**src/rtl/mips_pkg.sv**
```systemverilog
// mips_pkg: shared definitions for the execute stage.
//   - ALU opcode encodings (ALU_ADD .. ALU_LUI; 4'hE/4'hF are illegal)
//   - ex_state_e: iterative-unit sequencing states (IDLE/BUSY/DONE)
//   - REG_ZERO: architectural zero register number
package mips_pkg;

    localparam logic [3:0] ALU_ADD  = 4'h0;
    localparam logic [3:0] ALU_SUB  = 4'h1;
    localparam logic [3:0] ALU_AND  = 4'h2;
    localparam logic [3:0] ALU_OR   = 4'h3;
    localparam logic [3:0] ALU_XOR  = 4'h4;
    localparam logic [3:0] ALU_NOR  = 4'h5;
    localparam logic [3:0] ALU_SLT  = 4'h6;
    localparam logic [3:0] ALU_SLL  = 4'h7;
    localparam logic [3:0] ALU_SRL  = 4'h8;
    localparam logic [3:0] ALU_SRA  = 4'h9;
    localparam logic [3:0] ALU_MUL  = 4'hA;
    localparam logic [3:0] ALU_DIVU = 4'hB;
    localparam logic [3:0] ALU_REMU = 4'hC;
    localparam logic [3:0] ALU_LUI  = 4'hD;

    localparam int REG_ZERO = 0;

    typedef enum logic [1:0] {
        ST_IDLE = 2'd0,
        ST_BUSY = 2'd1,
        ST_DONE = 2'd2
    } ex_state_e;

endpackage

```
**src/rtl/mul_div_iter.sv**
```systemverilog
// mul_div_iter: iterative unsigned multiply / divide, one step per cycle.
//   MUL  : WIDTH-step shift-add, low WIDTH bits of the product.
//   DIVU : WIDTH-step restoring divide, quotient.
//   REMU : same divide, remainder. Divide by zero naturally yields
//          quotient = all ones, remainder = dividend.
// Ports:
//   clock, reset_n  clock and asynchronous active-low reset
//   start           load op/operands and begin iterating (ignored while kill)
//   kill            abandon any iteration in progress
//   op, a, b        operation and operands, sampled on start
//   busy            an iteration step happens this cycle
//   last            this cycle performs the final step
//   result          valid the cycle after last, held until next start
module mul_div_iter
    import mips_pkg::*;
#(
    parameter int WIDTH = 32
) (
    input  logic             clock,
    input  logic             reset_n,
    input  logic             start,
    input  logic             kill,
    input  logic [3:0]       op,
    input  logic [WIDTH-1:0] a,
    input  logic [WIDTH-1:0] b,
    output logic             busy,
    output logic             last,
    output logic [WIDTH-1:0] result
);

    localparam int CNT_W = (WIDTH > 1) ? $clog2(WIDTH) : 1;

    // acc: product accumulator (MUL) or partial remainder (DIVU/REMU)
    // opa: shifting multiplicand (MUL) or dividend-in / quotient-out (DIV)
    // opb: shifting multiplier (MUL) or divisor (DIV)
    logic             busy_q, busy_d;
    logic [CNT_W-1:0] cnt_q, cnt_d;
    logic [3:0]       op_q, op_d;
    logic [WIDTH-1:0] acc_q, acc_d;
    logic [WIDTH-1:0] opa_q, opa_d;
    logic [WIDTH-1:0] opb_q, opb_d;
    logic [WIDTH:0]   div_r;

    assign busy = busy_q;
    assign last = busy_q && (cnt_q == CNT_W'(WIDTH - 1));

    always_comb begin
        busy_d = busy_q;
        cnt_d  = cnt_q;
        op_d   = op_q;
        acc_d  = acc_q;
        opa_d  = opa_q;
        opb_d  = opb_q;
        // Partial remainder shifted left with the next dividend bit.
        div_r  = {acc_q, opa_q[WIDTH-1]};
        if (kill) begin
            busy_d = 1'b0;
            cnt_d  = '0;
        end else if (start) begin
            busy_d = 1'b1;
            cnt_d  = '0;
            op_d   = op;
            acc_d  = '0;
            opa_d  = a;
            opb_d  = b;
        end else if (busy_q) begin
            if (op_q == ALU_MUL) begin
                if (opb_q[0]) begin
                    acc_d = acc_q + opa_q;
                end
                opa_d = opa_q << 1;
                opb_d = opb_q >> 1;
            end else begin
                if (div_r >= {1'b0, opb_q}) begin
                    acc_d = WIDTH'(div_r - {1'b0, opb_q});
                    opa_d = {opa_q[WIDTH-2:0], 1'b1};
                end else begin
                    acc_d = div_r[WIDTH-1:0];
                    opa_d = {opa_q[WIDTH-2:0], 1'b0};
                end
            end
            if (last) begin
                busy_d = 1'b0;
                cnt_d  = '0;
            end else begin
                cnt_d = cnt_q + 1'b1;
            end
        end
    end

    always_ff @(posedge clock or negedge reset_n) begin
        if (!reset_n) begin
            busy_q <= 1'b0;
            cnt_q  <= '0;
            op_q   <= '0;
            acc_q  <= '0;
            opa_q  <= '0;
            opb_q  <= '0;
        end else begin
            busy_q <= busy_d;
            cnt_q  <= cnt_d;
            op_q   <= op_d;
            acc_q  <= acc_d;
            opa_q  <= opa_d;
            opb_q  <= opb_d;
        end
    end

    assign result = (op_q == ALU_DIVU) ? opa_q : acc_q;

endmodule

```
**src/rtl/ex_stage.sv**
```systemverilog
// ex_stage: MIPS-style execute stage feeding the EX/MEM register.
//   Combinational ALU (ops 0-9, D), iterative MUL/DIVU/REMU (A-C) with a
//   stall back to IF/ID/ID_EX, and the registered mem_* outputs.
// Configuration macro: EX_MULDIV_EN
//   defined     : mul_div_iter and the IDLE/BUSY/DONE sequencer are built.
//   not defined : ops A-C produce 0 in one cycle, ex_stall is tied low.
// Handshake: ex_stall high means upstream must hold PC, IF/ID and ID/EX.
//   An instruction in ID/EX is consumed on any edge where ex_stall is low;
//   an iterative op raises ex_stall from its issue cycle until the cycle
//   its result is written, and that final cycle has ex_stall low.
// Ports:
//   clock, reset_n        clock, asynchronous active-low reset
//   ex_*                  ID/EX register contents (operands, dest, controls)
//   ex_flush              kill the current EX instruction
//   ex_stall              combinational stall request
//   mem_*                 EX/MEM register contents
//   dbg_state             sequencer state (always ST_IDLE without EX_MULDIV_EN)
module ex_stage
    import mips_pkg::*;
#(
    parameter int WIDTH      = 32,
    parameter int REG_ADDR_W = 5
) (
    input  logic                  clock,
    input  logic                  reset_n,
    input  logic                  ex_valid,
    input  logic                  ex_flush,
    input  logic [3:0]            ex_alu_op,
    input  logic [WIDTH-1:0]      ex_rs_val,
    input  logic [WIDTH-1:0]      ex_rt_val,
    input  logic [WIDTH-1:0]      ex_imm,
    input  logic [REG_ADDR_W-1:0] ex_rt_addr,
    input  logic [REG_ADDR_W-1:0] ex_rd_addr,
    input  logic                  ex_reg_dst,
    input  logic                  ex_alu_src,
    input  logic                  ex_reg_write,
    input  logic                  ex_mem_to_reg,
    input  logic                  ex_mem_wen,
    input  logic                  ex_mem_ren,
    output logic                  ex_stall,
    output logic                  mem_valid,
    output logic [WIDTH-1:0]      mem_alu_result,
    output logic [WIDTH-1:0]      mem_store_data,
    output logic [REG_ADDR_W-1:0] mem_write_reg,
    output logic                  mem_reg_write,
    output logic                  mem_mem_to_reg,
    output logic                  mem_mem_wen,
    output logic                  mem_mem_ren,
    output logic [1:0]            dbg_state
);

    // ---------------- combinational ALU ----------------
    logic [WIDTH-1:0]      op_b;
    logic [4:0]            shamt;
    logic [WIDTH-1:0]      alu_res;
    logic [REG_ADDR_W-1:0] dest;
    logic                  dest_we;
    logic                  issue_live;

    always_comb begin
        op_b    = ex_alu_src ? ex_imm : ex_rt_val;
        shamt   = ex_imm[10:6];
        alu_res = '0;
        case (ex_alu_op)
            ALU_ADD: alu_res = ex_rs_val + op_b;
            ALU_SUB: alu_res = ex_rs_val - op_b;
            ALU_AND: alu_res = ex_rs_val & op_b;
            ALU_OR:  alu_res = ex_rs_val | op_b;
            ALU_XOR: alu_res = ex_rs_val ^ op_b;
            ALU_NOR: alu_res = ~(ex_rs_val | op_b);
            ALU_SLT: alu_res = {{(WIDTH-1){1'b0}}, ($signed(ex_rs_val) < $signed(op_b))};
            ALU_SLL: alu_res = ex_rt_val << shamt;
            ALU_SRL: alu_res = ex_rt_val >> shamt;
            ALU_SRA: alu_res = $unsigned($signed(ex_rt_val) >>> shamt);
            ALU_LUI: alu_res = WIDTH'(ex_imm[15:0]) << 16;
            // MUL/DIVU/REMU never write through this path when the
            // iterative unit exists; illegal ops also give 0.
            default: alu_res = '0;
        endcase
        dest       = ex_reg_dst ? ex_rd_addr : ex_rt_addr;
        dest_we    = ex_reg_write && (dest != REG_ADDR_W'(REG_ZERO));
        issue_live = ex_valid && !ex_flush;
    end

    // ---------------- EX/MEM register next values ----------------
    logic                  mem_valid_d, mem_valid_q;
    logic [WIDTH-1:0]      mem_alu_result_d, mem_alu_result_q;
    logic [WIDTH-1:0]      mem_store_data_d, mem_store_data_q;
    logic [REG_ADDR_W-1:0] mem_write_reg_d, mem_write_reg_q;
    logic                  mem_reg_write_d, mem_reg_write_q;
    logic                  mem_mem_to_reg_d, mem_mem_to_reg_q;
    logic                  mem_mem_wen_d, mem_mem_wen_q;
    logic                  mem_mem_ren_d, mem_mem_ren_q;
    logic                  sc_write;
    logic                  stall_req;

`ifdef EX_MULDIV_EN
    ex_state_e             state_q, state_d;
    logic                  is_iter;
    logic                  iter_start;
    logic                  iter_busy;
    logic                  iter_last;
    logic [WIDTH-1:0]      iter_result;
    // Destination and controls captured at issue so ID/EX may change freely.
    logic [REG_ADDR_W-1:0] lat_dest_q, lat_dest_d;
    logic                  lat_we_q, lat_we_d;
    logic                  lat_m2r_q, lat_m2r_d;
    logic                  lat_wen_q, lat_wen_d;
    logic                  lat_ren_q, lat_ren_d;
    logic [WIDTH-1:0]      lat_store_q, lat_store_d;

    assign is_iter = (ex_alu_op == ALU_MUL) || (ex_alu_op == ALU_DIVU) ||
                     (ex_alu_op == ALU_REMU);

    mul_div_iter #(.WIDTH(WIDTH)) u_mul_div_iter (
        .clock   (clock),
        .reset_n (reset_n),
        .start   (iter_start),
        .kill    (ex_flush),
        .op      (ex_alu_op),
        .a       (ex_rs_val),
        .b       (op_b),
        .busy    (iter_busy),
        .last    (iter_last),
        .result  (iter_result)
    );
`endif

    always_comb begin
        sc_write         = 1'b0;
        stall_req        = 1'b0;
        mem_valid_d      = 1'b0;
        mem_alu_result_d = alu_res;
        mem_store_data_d = ex_rt_val;
        mem_write_reg_d  = dest;
        mem_reg_write_d  = 1'b0;
        mem_mem_to_reg_d = 1'b0;
        mem_mem_wen_d    = 1'b0;
        mem_mem_ren_d    = 1'b0;
`ifdef EX_MULDIV_EN
        state_d     = state_q;
        iter_start  = 1'b0;
        lat_dest_d  = lat_dest_q;
        lat_we_d    = lat_we_q;
        lat_m2r_d   = lat_m2r_q;
        lat_wen_d   = lat_wen_q;
        lat_ren_d   = lat_ren_q;
        lat_store_d = lat_store_q;
        case (state_q)
            ST_IDLE: begin
                if (issue_live && is_iter) begin
                    iter_start  = 1'b1;
                    stall_req   = 1'b1;
                    state_d     = ST_BUSY;
                    lat_dest_d  = dest;
                    lat_we_d    = dest_we;
                    lat_m2r_d   = ex_mem_to_reg;
                    lat_wen_d   = ex_mem_wen;
                    lat_ren_d   = ex_mem_ren;
                    lat_store_d = ex_rt_val;
                end else begin
                    sc_write = issue_live;
                end
            end
            ST_BUSY: begin
                if (ex_flush) begin
                    state_d = ST_IDLE;
                end else begin
                    stall_req = 1'b1;
                    if (iter_last) begin
                        state_d = ST_DONE;
                    end
                end
            end
            ST_DONE: begin
                state_d = ST_IDLE;
                if (!ex_flush) begin
                    mem_valid_d      = 1'b1;
                    mem_alu_result_d = iter_result;
                    mem_store_data_d = lat_store_q;
                    mem_write_reg_d  = lat_dest_q;
                    mem_reg_write_d  = lat_we_q;
                    mem_mem_to_reg_d = lat_m2r_q;
                    mem_mem_wen_d    = lat_wen_q;
                    mem_mem_ren_d    = lat_ren_q;
                end
            end
            default: state_d = ST_IDLE;
        endcase
`else
        sc_write = issue_live;
`endif
        if (sc_write) begin
            mem_valid_d      = 1'b1;
            mem_reg_write_d  = dest_we;
            mem_mem_to_reg_d = ex_mem_to_reg;
            mem_mem_wen_d    = ex_mem_wen;
            mem_mem_ren_d    = ex_mem_ren;
        end
    end

    // Reset overrides any issue-cycle stall request combinationally.
    assign ex_stall = stall_req && reset_n;

`ifdef EX_MULDIV_EN
    always_ff @(posedge clock or negedge reset_n) begin
        if (!reset_n) begin
            state_q     <= ST_IDLE;
            lat_dest_q  <= '0;
            lat_we_q    <= 1'b0;
            lat_m2r_q   <= 1'b0;
            lat_wen_q   <= 1'b0;
            lat_ren_q   <= 1'b0;
            lat_store_q <= '0;
        end else begin
            state_q     <= state_d;
            lat_dest_q  <= lat_dest_d;
            lat_we_q    <= lat_we_d;
            lat_m2r_q   <= lat_m2r_d;
            lat_wen_q   <= lat_wen_d;
            lat_ren_q   <= lat_ren_d;
            lat_store_q <= lat_store_d;
        end
    end

    assign dbg_state = state_q;
`else
    assign dbg_state = ST_IDLE;
`endif

    always_ff @(posedge clock or negedge reset_n) begin
        if (!reset_n) begin
            mem_valid_q      <= 1'b0;
            mem_alu_result_q <= '0;
            mem_store_data_q <= '0;
            mem_write_reg_q  <= '0;
            mem_reg_write_q  <= 1'b0;
            mem_mem_to_reg_q <= 1'b0;
            mem_mem_wen_q    <= 1'b0;
            mem_mem_ren_q    <= 1'b0;
        end else begin
            mem_valid_q      <= mem_valid_d;
            mem_alu_result_q <= mem_alu_result_d;
            mem_store_data_q <= mem_store_data_d;
            mem_write_reg_q  <= mem_write_reg_d;
            mem_reg_write_q  <= mem_reg_write_d;
            mem_mem_to_reg_q <= mem_mem_to_reg_d;
            mem_mem_wen_q    <= mem_mem_wen_d;
            mem_mem_ren_q    <= mem_mem_ren_d;
        end
    end

    assign mem_valid      = mem_valid_q;
    assign mem_alu_result = mem_alu_result_q;
    assign mem_store_data = mem_store_data_q;
    assign mem_write_reg  = mem_write_reg_q;
    assign mem_reg_write  = mem_reg_write_q;
    assign mem_mem_to_reg = mem_mem_to_reg_q;
    assign mem_mem_wen    = mem_mem_wen_q;
    assign mem_mem_ren    = mem_mem_ren_q;

endmodule

```
**config.mk**
```make
export PLATFORM = sky130hd
export DESIGN_NAME = ex_stage
export DESIGN_NICKNAME = d
export VERILOG_FILES = /design/src/rtl/mips_pkg.sv /design/src/rtl/mul_div_iter.sv /design/src/rtl/ex_stage.sv
export SDC_FILE = /design/constraint.sdc
export NUM_CORES = 1
export LEC_CHECK = 0
export CAP_MARGIN = 40
export CELL_PAD_IN_SITES_DETAIL_PLACEMENT = 0
export CELL_PAD_IN_SITES_GLOBAL_PLACEMENT = 1
export CORE_AREA = 2 2 217 219
export DETAILED_ROUTE_END_ITERATION = 6
export DIE_AREA = 0 0 219 221
export GPL_TIMING_DRIVEN = 0
export PLACE_DENSITY = 0.61
export SKIP_CTS_REPAIR_TIMING = 1
export SYNTH_ARGS = -nofsm -noshare
export SYNTH_HDL_FRONTEND = slang
export SYNTH_HIERARCHICAL = 1
export SYNTH_SLANG_ARGS = --single-unit
```
**constraint.sdc**
```tcl
create_clock -name clock -period 0.8 [get_ports clock]
set_input_delay 0.08 -clock clock [delete_from_list [all_inputs] [get_ports clock]]
set_output_delay 0.08 -clock clock [all_outputs]
set_load 0.05 [all_outputs]
```
After elaboration in Yosys (flattened, before gate mapping)
Index checks and enable logic that the tools add are counted.

storage, ports and cells
  bits in registers = 74
  word-level logic and storage cells = 41
  bits of input ports = 120

operators by class
  $lt $le $gt $ge = 1
  mux-type cells = 8
  add/sub/neg operators = 2
  reductions and logical operators = 5
  shift-type cells = 3
  bitwise logic cells = 4
  equal/unequal tests = 10

operators by type and width
  kind                                                 number
  one-hot mux 32 bit (11 select lines)                 1
  adder 32 bit                                         1
  AND 32 bit                                           1
  less-than comparator 32 bit                          1
  two-way mux 32 bit                                   1
  inverter 32 bit                                      1
  OR 32 bit                                            1
  << shifter 32 x 5 -> 32 bit                          1
  >> shifter 32 x 5 -> 32 bit                          1
  >>> shifter 32 x 5 -> 32 bit                         1
  subtractor 32 bit                                    1
  bitwise XOR 32 bit                                   1
  equality test 4 x 3 -> 1 bit, second input constant  4
  equality test 4 bit, second input constant           3
  equality test 4 x 2 -> 1 bit, second input constant  2
  two-way mux 1 bit                                    5
  two-way mux 5 bit                                    1
  nonzero test 5 bit                                   1
  equality test 4 x 1 -> 1 bit, second input constant  1
  zero test 4 bit                                      1
  logical AND 1 bit                                    2
  zero test 1 bit                                      1

Longest topological paths before layout
Gate-level depths: netlist of the first run.

  depth in word-level cells = 4
  depth in mapped cells = 16

Worst setup path before layout of the first run
No wires, ideal clock.

  path type = in2reg
  from = in ex_imm[9]
  to = reg mem_alu_result_q[28], in the netlist mem_alu_result[28]
  data required time = 676 ps
  slack = -2979 ps
  arrival = 3656 ps
  stages = 16
  setup time = 124 ps
  cells stage by stage = clkbuf_1 buf_1 clkbuf_1 clkbuf_1 mux2i_1 ha_1 buf_2 a21oi_1 nor2b_1 o31a_1 a2bb2oi_2 a311o_2 a211oi_4 a21oi_2 a211o_1 a2bb2oi_1

between the ends
  cells in the longest elaborated chain, start to end = 3

ends and longest elaborated chain
  item                                                      RTL line                        text
  from (decl)                                               ex_stage.sv:31                  input logic [WIDTH-1:0] ex_imm,
  two-way mux 32 bit                                        ex_stage.sv:61                  op_b = ex_alu_src ? ex_imm : ex_rt_val;
  subtractor 32 bit / adder 32 bit (equally long branches)  ex_stage.sv:66, ex_stage.sv:65
  one-hot mux 32 bit (11 select lines) *                    ex_stage.sv:64                  case (ex_alu_op)
  via alu_res[28]                                           ex_stage.sv:55                  logic [WIDTH-1:0] alu_res;
  to (signal assigned)                                      ex_stage.sv:243                 mem_alu_result_q <= mem_alu_result_d;
  to (decl)                                                 ex_stage.sv:87                  logic [WIDTH-1:0] mem_alu_result_d, mem_alu_result_q;

Mark *: on every way through the listed nets, which the timed path passes. The rest lies on a longest branch.

Final worst setup path of the first run
  from = in ex_imm[8]
  to = reg mem_alu_result_q[28], in the netlist mem_alu_result[28]

The elaborated chain is that of the path after synthesis.

==> out/results.ini, run 1 <==
[layout]
layout_common_cells = 152 x nor2_1, 112 x nand2_1, 105 x a21oi_1, 96 x buf_4, 92 x inv_1
drive_above_1_share = 0.314
final_cell_area_um2 = 17400
layout-area-overhead-vs-synth_pct = 53.0
final_nets = 2020
diodes = 0
layout.cells.most_common = nor2_1

[logic_synthesis]
synthCells = 1497
ys_ff_latch = 74
syn_area_per_cell_um2 = 7.61
ys_types = 94
synth-edff-count = 0
synth-main-ff-cell = dfrtp_1
syn-cell-area_um2 = 11400
ys_seq_area_frac = 0.163
synth_top_area_frac = 0.163
synthArstFlopShare = 1.00
yosysWarnings = 6
synthTopCellsByArea = dfrtp_1 16%, ha_1 11%, mux2i_1 7.3%
yosysTopAreaCell = dfrtp_1

[sta]
fmax_ghz = 0.319
finalHoldViolCount = 75
slew_viol_final = 0
setup_slack_ps = -2330
fin_crit_ps = 3130
rsz0062_at_grt = true
setup_viol = 107
holdWs_ps = -408
worst_pin_slew_ps = 815
max_slew_margin = 0.457
finalCritPeriodShare = 3.92

[power]
peakVddDrop_mv = 1.15
power_density_nw_per_um2 = 1310
power.total_mw = 22.8
power_leakage_nw = 7.55

[clock_network]
clk_path_buf_depth = 2
cts-htree-levels = 3
cts_sinks = 74
cts_tree = yes
path_clk_slew_ps = 80
cts-root-buf = clkbuf_16
numCtsBuffers = 9

[critical_path]
critPathArrivalTime_ps = 3400
crit_type = input port to flip-flop
setup.worst_path.end_class = flip-flop
crit_chain = dlymetal6s2s_1 -> buf_6 -> buf_6 -> buf_12 -> mux2i_4 -> ha_4 -> clkinvlp_4 -> nor2_4 -> o31a_1 -> a2bb2oi_2 -> a311o_2 -> a211oi_4 -> a21oi_2 -> a211o_1 -> a2bb2oi_2
start_kind = input port
crit_path_max_incr_delay_ps = 460
crit_fanout = 10
cp.required_ps = 1070
cpMaxStageDelayCell = a311o_2

[drt]
ant_nets = 0
wl_mm = 66.2
firstDrtPassIters = 6
drt_iter0_markers = 1487
dr_total_vias = 13800
drc = 0
via_per_inst = 5.72
wl_per_cell_um = 27.4

[global_routing]
antenna_found_initial = 2
grt_pass1_vias = 13200
grt_max_degree = 52
gr-usage-met2 = 0.405
use_met3 = 0.0419
grt_util_met1 = 0.353
overflow = 0
grt_pass1_wl_mm = 92.3
grtUsageTotal = 0.261
top_usage_layer = met2

[placement]
postPlaceCellArea_um2 = 14600
io_buffers = 191
place.detailed.hpwl_mm = 51.9
gp_congestion = 0.981

[die]
die-area_um2 = 48400
core_area_um2 = 46100
start_util = 0.247
die_y_um = 221
die_x_um = 219
row_count = 79
pin_count = 197

[run]
cap_violations = 0

[status]
status = finished, violations left
violations = negative hold slack, negative setup slack

[hold_path]
min_path_type = input port to asynchronous set/reset pin

==> metal layers <==
metal  up-vias  wire length (um)
met4         0              3380
met2       715             29700
li1       6154                 -
met1      6781             28000
met5         -                 0
met3       148              5160
==> where the power goes <==
| part | total, mW | switching [mW] | internal [mW] |
|---|---|---|---|
| registers | 4.32 | 0.190 | 4.13 |
| logic | 13.9 | 8.43 | 5.49 |
| clock network | 4.58 | 2.10 | 2.48 |
| total | 22.8 | 10.7 | 12.1 |
==> cell families (layout without fill, tap and decap cells) <==
family | count (synthesis) | after routing | share of synthesized area
XOR/XNOR | 8 | 8 | 0.00615
flip-flops | 74 | 74 | 0.163
AND/OR/NAND/NOR | 438 | 438 | 0.176
adder cells (fa/ha/maj) | 100 | 100 | 0.111
other | 1 | 3 | 0.000329
multiplexers | 146 | 146 | 0.159
AO/OA/AOI/OAI | 514 | 514 | 0.309
buffers and inverters | 216 | 522 | 0.0761
==> Yosys cell counts (6+ instances only) <==
master,n
mux4_2,24
nand3_1,21
a211oi_1,29
a211o_1,8
dfrtp_1,74
nor3_1,43
nor4_1,13
a31oi_1,8
a2111oi_0,8
clkbuf_1,71
o21ai_1,6
nor2b_1,11
a222oi_1,8
buf_1,18
o31ai_1,11
a221o_1,13
buf_2,18
nand2b_1,19
a21oi_1,128
xnor2_1,6
nor2_1,162
inv_1,99
mux2_2,38
or3_1,13
nand2_1,118
ha_1,98
o22ai_1,10
o221ai_1,16
o21bai_1,14
o21ai_0,111
a21o_1,14
o21a_1,12
nand4_1,8
a221oi_1,14
mux2i_1,83
a22oi_1,13
o211ai_1,24
==> critical path, delay by kind of cell <==
| family | cells | cell delay, ps |
|---|---|---|
| AOI/OAI and AO/OA | 7 | 1840 |
| buffers and inverters | 5 | 790 |
| adders and majority gates | 1 | 300 |
| muxes | 1 | 280 |
| and+or+nand+nor | 1 | 70 |
==> per-stage QoR <==
stage          worst slack [ps]  TNS, ps  std cells   util
2_1_floorplan             -2300   -56640       1499      -
3_3_place_gp              -4000  -373720       2297  0.316
3_5_place_dp              -4010  -136030       2303  0.318
4_1_cts                   -3590  -149280       2319  0.324
5_1_grt                   -2380   -76850       2412  0.378
6_report                  -2330   -73090       2412  0.378
==> layout make-up <==
cell class / count / area (um2)
inverter: 102 / 392
buffer: 107 / 1000
timing repair buffer: 297 / 3020
fill: 4773 / 28600
clock buffer: 9 / 225
tap: 607 / 759
sequential: 74 / 1850
clock inverter: 7 / 83.8
multi-input combinational: 1209 / 10100
==> final timing paths <==
kind                            start                  to  slack (ps)  cells after the start
max in group asynchronous     reset_n  mem_alu_result[18]         600                      2
worst max-delay path        ex_imm[8]  mem_alu_result[28]       -2330                     15
min in group clock         ex_reg_dst    mem_write_reg[1]           0                      2
worst min-delay path          reset_n  mem_alu_result[13]        -410                      1
No activity file was read; power rests on OpenSTA's default activity.
==> run 2, diff against run 1 <==
- CELL_PAD_IN_SITES_DETAIL_PLACEMENT: 0 -> not set
- CELL_PAD_IN_SITES_GLOBAL_PLACEMENT: 1 -> not set
- PLACE_DENSITY: 0.61 -> 0.49
==> run 2 against run 1 <==
The flow still finishes with violations (negative hold slack, negative setup slack). Sequential share of layout area is essentially flat. First-iteration DRC count grew 1.7%. Worst hold slack gained 59 ps. Highest routed layer unchanged. Sequential power is essentially flat. Cell area grew 0.29%.
==> out/results.ini, run 2 (synthesis gave the netlist of run 1 again) <==
[power]
switching_share = 0.469  ; was 0.470
switchingPower_mw = 10.7  ; about the same
p_comb_frac = 0.613  ; was 0.610
power_leakage_nw = 7.56  ; was 7.55 nW
p_int_mw = 12.1  ; about the same
power_density_nw_per_um2 = 1310  ; about the same
power.clock.fraction = 0.197  ; was 0.201
power_frac_seq = 0.189  ; about the same
peakVddDrop_mv = 0.979  ; was 1.15 mV

[critical_path]
crit_buf_inv = 3  ; was 5
critical-path-top-delay-family = compound AO/OA/AOI/OAI gates  ; unchanged
cpMaxStageDelayCell = a311o_2  ; unchanged
crit_type = input port to flip-flop  ; unchanged
crit_path_max_incr_delay_ps = 460  ; about the same
critPathArrivalTime_ps = 3410  ; was 3400 ps
setup.worst_path.end_class = flip-flop  ; unchanged
cp.required_ps = 1070  ; about the same
crit_fanout = 4  ; was 10
start_kind = input port  ; unchanged
path_common_cell = a2bb2oi_2
crit_chain = clkbuf_16 -> buf_16 -> mux2i_4 -> inv_2 -> ha_4 -> fa_2 -> a21o_1 -> o2bb2ai_4 -> o31ai_4 -> a2bb2oi_2 -> a311o_2 -> a211oi_4 -> a21oi_4 -> a211o_1 -> a2bb2oi_2  ; was dlymetal6s2s_1 -> buf_6 -> buf_6 -> buf_12 -> mux2i_4 -> ha_4 -> clkinvlp_4 -> nor2_4 -> o31a_1 -> a2bb2oi_2 -> a311o_2 -> a211oi_4 -> a21oi_2 -> a211o_1 -> a2bb2oi_2

[layout]
multiInputGateArea_um2 = 10100  ; about the same
fin_cells = 2415  ; was 2,412
utilization = 0.379  ; was 0.378
regArea_um2 = 1850  ; unchanged
drive_above_1_share = 0.322  ; was 0.314
layout-area-overhead-vs-synth_pct = 53.4  ; was 53.0%
final_nets = 2022  ; was 2,020
layout_common_cells = 150 x nor2_1, 113 x nand2_1, 102 x a21oi_1, 95 x buf_6, 94 x buf_4  ; was 152 x nor2_1, 112 x nand2_1, 105 x a21oi_1, 96 x buf_4, 92 x inv_1
layout.cells.most_common = nor2_1  ; unchanged
n_fill_cell = 4772  ; was 4,773

[status]
status = finished, violations left  ; unchanged
violations = negative hold slack, negative setup slack  ; unchanged

[drt]
wl_mm = 65.9  ; was 66.2 mm
wl_per_cell_um = 27.3  ; was 27.4 um
drt_iter0_markers = 1513  ; was 1,487
via_per_inst = 5.84  ; was 5.72
ant_nets = 0  ; unchanged
drc = 0  ; unchanged
firstDrtPassIters = 6  ; unchanged
dr_total_vias = 14100  ; was 13,800

[sta]
holdWs_ps = -349  ; was -408 ps
setup_viol = 107  ; unchanged
setup_slack_ps = -2350  ; was -2330 ps
worst_pin_slew_ps = 789  ; was 815 ps
fin_crit_ps = 3150  ; was 3130 ps
finalCritPeriodShare = 3.93  ; was 3.92
finalHoldViolCount = 34  ; was 75
max_slew_margin = 0.472  ; was 0.457
fmax_ghz = 0.318  ; was 0.319 GHz
slew_viol_final = 0  ; unchanged
rsz0062_at_grt = true  ; unchanged

[die]
core_area_um2 = 46100  ; unchanged
row_count = 79  ; unchanged
die-area_um2 = 48400  ; unchanged
die_y_um = 221  ; unchanged
die_x_um = 219  ; unchanged
start_util = 0.247  ; unchanged
pin_count = 197  ; unchanged

[hold_path]
min_path_type = input port to asynchronous set/reset pin  ; unchanged

[placement]
placed_cells = 2302  ; was 2,303
place_ws_ps = -3940  ; was -4010 ps
io_buffers = 191  ; unchanged
place.detailed.hpwl_mm = 51.5  ; was 51.9 mm
gp_congestion = 0.982  ; was 0.981

[global_routing]
overflow = 0  ; unchanged
grtUsageTotal = 0.260  ; was 0.261
grt_max_degree = 42  ; was 52
top_usage_layer = met2  ; unchanged
use_met3 = 0.0364  ; was 0.0419
grt_util_met1 = 0.349  ; was 0.353
antenna_found_initial = 0  ; was 2
gr-usage-met2 = 0.403  ; was 0.405
grt_pass1_vias = 13100  ; was 13,200
grt_pass1_wl_mm = 91.9  ; was 92.3 mm

[clock_network]
clk_path_buf_depth = 2  ; unchanged
cts-root-buf = clkbuf_16  ; unchanged
path_clk_slew_ps = 70  ; was 80 ps
cts-htree-levels = 3  ; unchanged
numCtsBuffers = 9  ; unchanged
cts_tree = yes  ; unchanged
cts_sinks = 74  ; unchanged

[run]
cap_violations = 0  ; unchanged

run 2: cell count changes in the layout (fill, tap and decap cells not counted), sizes merged, moves of 2 or more:
cell,before,now
dlygate4sd3,8,5
buf,219,222
dlymetal6s2s,54,49
clkinvlp,3,1
inv,102,104
clkbuf,76,84
run 2: power by group through the flow:
stage,sequential [mW],clock (mW),combinational [mW]
after global placement,4.31,0,11.5
final,4.32,4.51,14.0
after CTS,4.25,4.70,11.6
after global routing,4.36,4.80,14.6
after detailed placement,4.30,0,11.5
after floorplan,5.70,0,5.74
run 2: how the worst max path moves through the flow:
stage / from / to / slack [ps] / cells after the start
after global routing: ex_alu_src / mem_alu_result[30] / -2440 / 16
after global placement: ex_rt_val[0] / mem_alu_result[30] / -4000 / 14
after CTS: ex_rt_val[0] / mem_alu_result[30] / -3580 / 14
final: ex_alu_src / mem_alu_result[28] / -2350 / 15
after detailed placement: ex_rt_val[0] / mem_alu_result[30] / -3940 / 14
after floorplan: ex_alu_src / mem_alu_result[28] / -2300 / 15
run 2: routing by layer:
metal	wire [um]	vias up
met3	5740	191
li1	-	6158
met5	0	-
met2	29500	857
met4	4110	0
met1	26500	6889
run 2: final cells by class:
class / count / share of cell area
Clock inverter: 7 / 0.00480
Timing Repair Buffer: 298 / 0.173
Buffer: 108 / 0.0576
Sequential cell: 74 / 0.106
Tap cell: 607 / 0.0435
Clock buffer: 9 / 0.0129
Antenna cell: 1 / 0.000143
Multi-Input combinational cell: 1209 / 0.580
Inverter: 102 / 0.0219
run 2: stage by stage:
step / power (mW) / cell area [um2] / setup TNS, ps
floorplan: 11.4 / 11900 / -56640
global placement: 15.8 / 14600 / -378840
detailed placement: 15.8 / 14600 / -136450
CTS: 20.5 / 14900 / -148220
global route: 23.8 / 17500 / -77900
finish: 22.8 / 17500 / -74030
==> run 3, diff against run 2 <==
- HOLD_SLACK_MARGIN: not set -> 0.05
==> run 3 against run 2 <==
Cell area grew 0.86%. Global-route usage stayed put. Largest power group unchanged. Worst hold slack gained 1.5 ps. Non-clock buffer count up 15. Sequential share of layout area decreased by 0.090 points. Combinational power about the same. First-iteration DRC count up 0.13%. The flow still finishes with violations (negative hold slack, negative setup slack). Via count increased by 0.11%. Worst setup slack worse by 9.6 ps. Count of clock-buffer cells in the layout stayed put.
==> out/results.ini, run 3 (synthesis gave the netlist of run 1 again) <==
[layout]
final_nets = 2037  ; was 2,022
layout-area-overhead-vs-synth_pct = 54.7  ; was 53.4%
layout.cells.most_common = nor2_1  ; unchanged
drive_above_1_share = 0.319  ; was 0.322
utilization = 0.383  ; was 0.379
fin_cells = 2430  ; was 2,415
layout_common_cells = 150 x nor2_1, 113 x nand2_1, 102 x a21oi_1, 95 x buf_6, 94 x buf_4  ; unchanged
n_fill_cell = 4765  ; was 4,772

[sta]
setup_viol = 107  ; unchanged
rsz0062_at_grt = true  ; unchanged
fin_tns_setup_ps = -74110  ; was -74,030 ps
slew_viol_final = 0  ; unchanged
fin_crit_ps = 3160  ; was 3150 ps
finalHoldViolCount = 34  ; unchanged
finalCritPeriodShare = 3.94  ; was 3.93
fmax_ghz = 0.317  ; was 0.318 GHz
max_slew_margin = 0.486  ; was 0.472
worst_pin_slew_ps = 771  ; was 789 ps
setup_slack_ps = -2360  ; was -2350 ps
holdWs_ps = -348  ; was -349 ps

[global_routing]
grt_max_degree = 42  ; unchanged
antenna_found_initial = 0  ; unchanged
overflow = 0  ; unchanged
grtUsageTotal = 0.260  ; unchanged
grt_pass1_wl_mm = 91.9  ; unchanged
grt_pass1_vias = 13100  ; unchanged

[clock_network]
numCtsBuffers = 9  ; unchanged
cts-htree-levels = 3  ; unchanged
path_clk_slew_ps = 70  ; about the same
cts_sinks = 74  ; unchanged
cts-root-buf = clkbuf_16  ; unchanged
cts_tree = yes  ; unchanged
clk_path_buf_depth = 2  ; unchanged

[drt]
wl_per_cell_um = 27.2  ; was 27.3 um
drc = 0  ; unchanged
dr_total_vias = 14100  ; about the same
via_per_inst = 5.81  ; was 5.84
drt_iter0_markers = 1515  ; was 1,513
wl_mm = 66.1  ; was 65.9 mm
ant_nets = 0  ; unchanged
firstDrtPassIters = 6  ; unchanged

[die]
die-area_um2 = 48400  ; unchanged
start_util = 0.247  ; unchanged
die_x_um = 219  ; unchanged
row_count = 79  ; unchanged
pin_count = 197  ; unchanged
die_y_um = 221  ; unchanged
core_area_um2 = 46100  ; unchanged

[critical_path]
crit_path_end = mem_alu_result[28]  ; unchanged
critPathArrivalTime_ps = 3420  ; was 3410 ps
crit_type = input port to flip-flop  ; unchanged
crit_start = ex_alu_src  ; unchanged
crit_fanout = 4  ; unchanged
cp.required_ps = 1070  ; about the same
start_kind = input port  ; unchanged
setup.worst_path.end_class = flip-flop  ; unchanged

[placement]
place.detailed.hpwl_mm = 51.5  ; unchanged
placed_cells = 2302  ; unchanged
io_buffers = 191  ; unchanged
gp_congestion = 0.982  ; unchanged

[status]
status = finished, violations left  ; unchanged
violations = negative hold slack, negative setup slack  ; unchanged

[power]
power_leakage_nw = 7.63  ; was 7.56 nW
power_density_nw_per_um2 = 1300  ; was 1310 nW/um2
peakVddDrop_mv = 0.977  ; was 0.979 mV

[run]
cap_violations = 0  ; unchanged

[hold_path]
min_path_type = input port to asynchronous set/reset pin  ; unchanged

## run 3: changes by cell type in the layout (fill, tap and decap cells not counted), sizes merged
cell         before  now
dlygate4sd3       5   20
## run 3: routing by layer
| metal | share of wire | GRT usage | up-vias |
|---|---|---|---|
| li1 | - | - | 6182 |
| met1 | 0.41 | 0.349 | 6890 |
| met2 | 0.45 | 0.403 | 855 |
| met3 | 0.083 | 0.0364 | 184 |
| met4 | 0.062 | 0.136 | 0 |
| met5 | 0 | 0 | - |
## run 3: worst min-delay path by stage
stage / from / endpoint
after global routing: reset_n / mem_valid
after floorplan: reset_n / mem_alu_result[0]
final: reset_n / mem_mem_wen
after detailed placement: reset_n / mem_mem_wen
after global placement: ex_rt_val[31] / mem_store_data[31]
after CTS: reset_n / mem_mem_wen
## run 3: critical path, stage by stage
cell and delay (ps):
clkbuf_16 130, buf_16 120, mux2i_4 250, inv_2 80, ha_4 170, fa_2 350, a21o_1 230, o2bb2ai_4 180
o31ai_4 300, a2bb2oi_2 110, a311o_2 460, a211oi_4 360, a21oi_4 120, a211o_1 290, a2bb2oi_2 180
## run 3: cell type report
type	instances	area (um2)	share of cell area
multi-input cells	1209	10100	0.576
repair buffers	313	3170	0.180
flip-flops and latches	74	1850	0.105
plain buffers	108	1010	0.0571
well taps	607	759	0.0431
inverters	102	383	0.0217
clock buffers	9	225	0.0128
clock inverters	7	83.8	0.00476
diodes	1	2.50	0.000142
## run 3: power by group
part	leakage (nW)	internal (mW)	total, mW	switching, mW
registers	0.893	4.13	4.32	0.194
logic	6.59	5.57	14.1	8.50
clock network	0.149	2.47	4.51	2.04
## run 3: per-stage QoR
step	cell area [um2]	setup WS (ps)	power, mW
2_1_floorplan	11900	-2300	11.4
3_3_place_gp	14600	-4000	15.8
3_5_place_dp	14600	-3940	15.8
4_1_cts	14900	-3580	20.5
5_1_grt	17600	-2440	23.9
6_report	17600	-2360	22.9
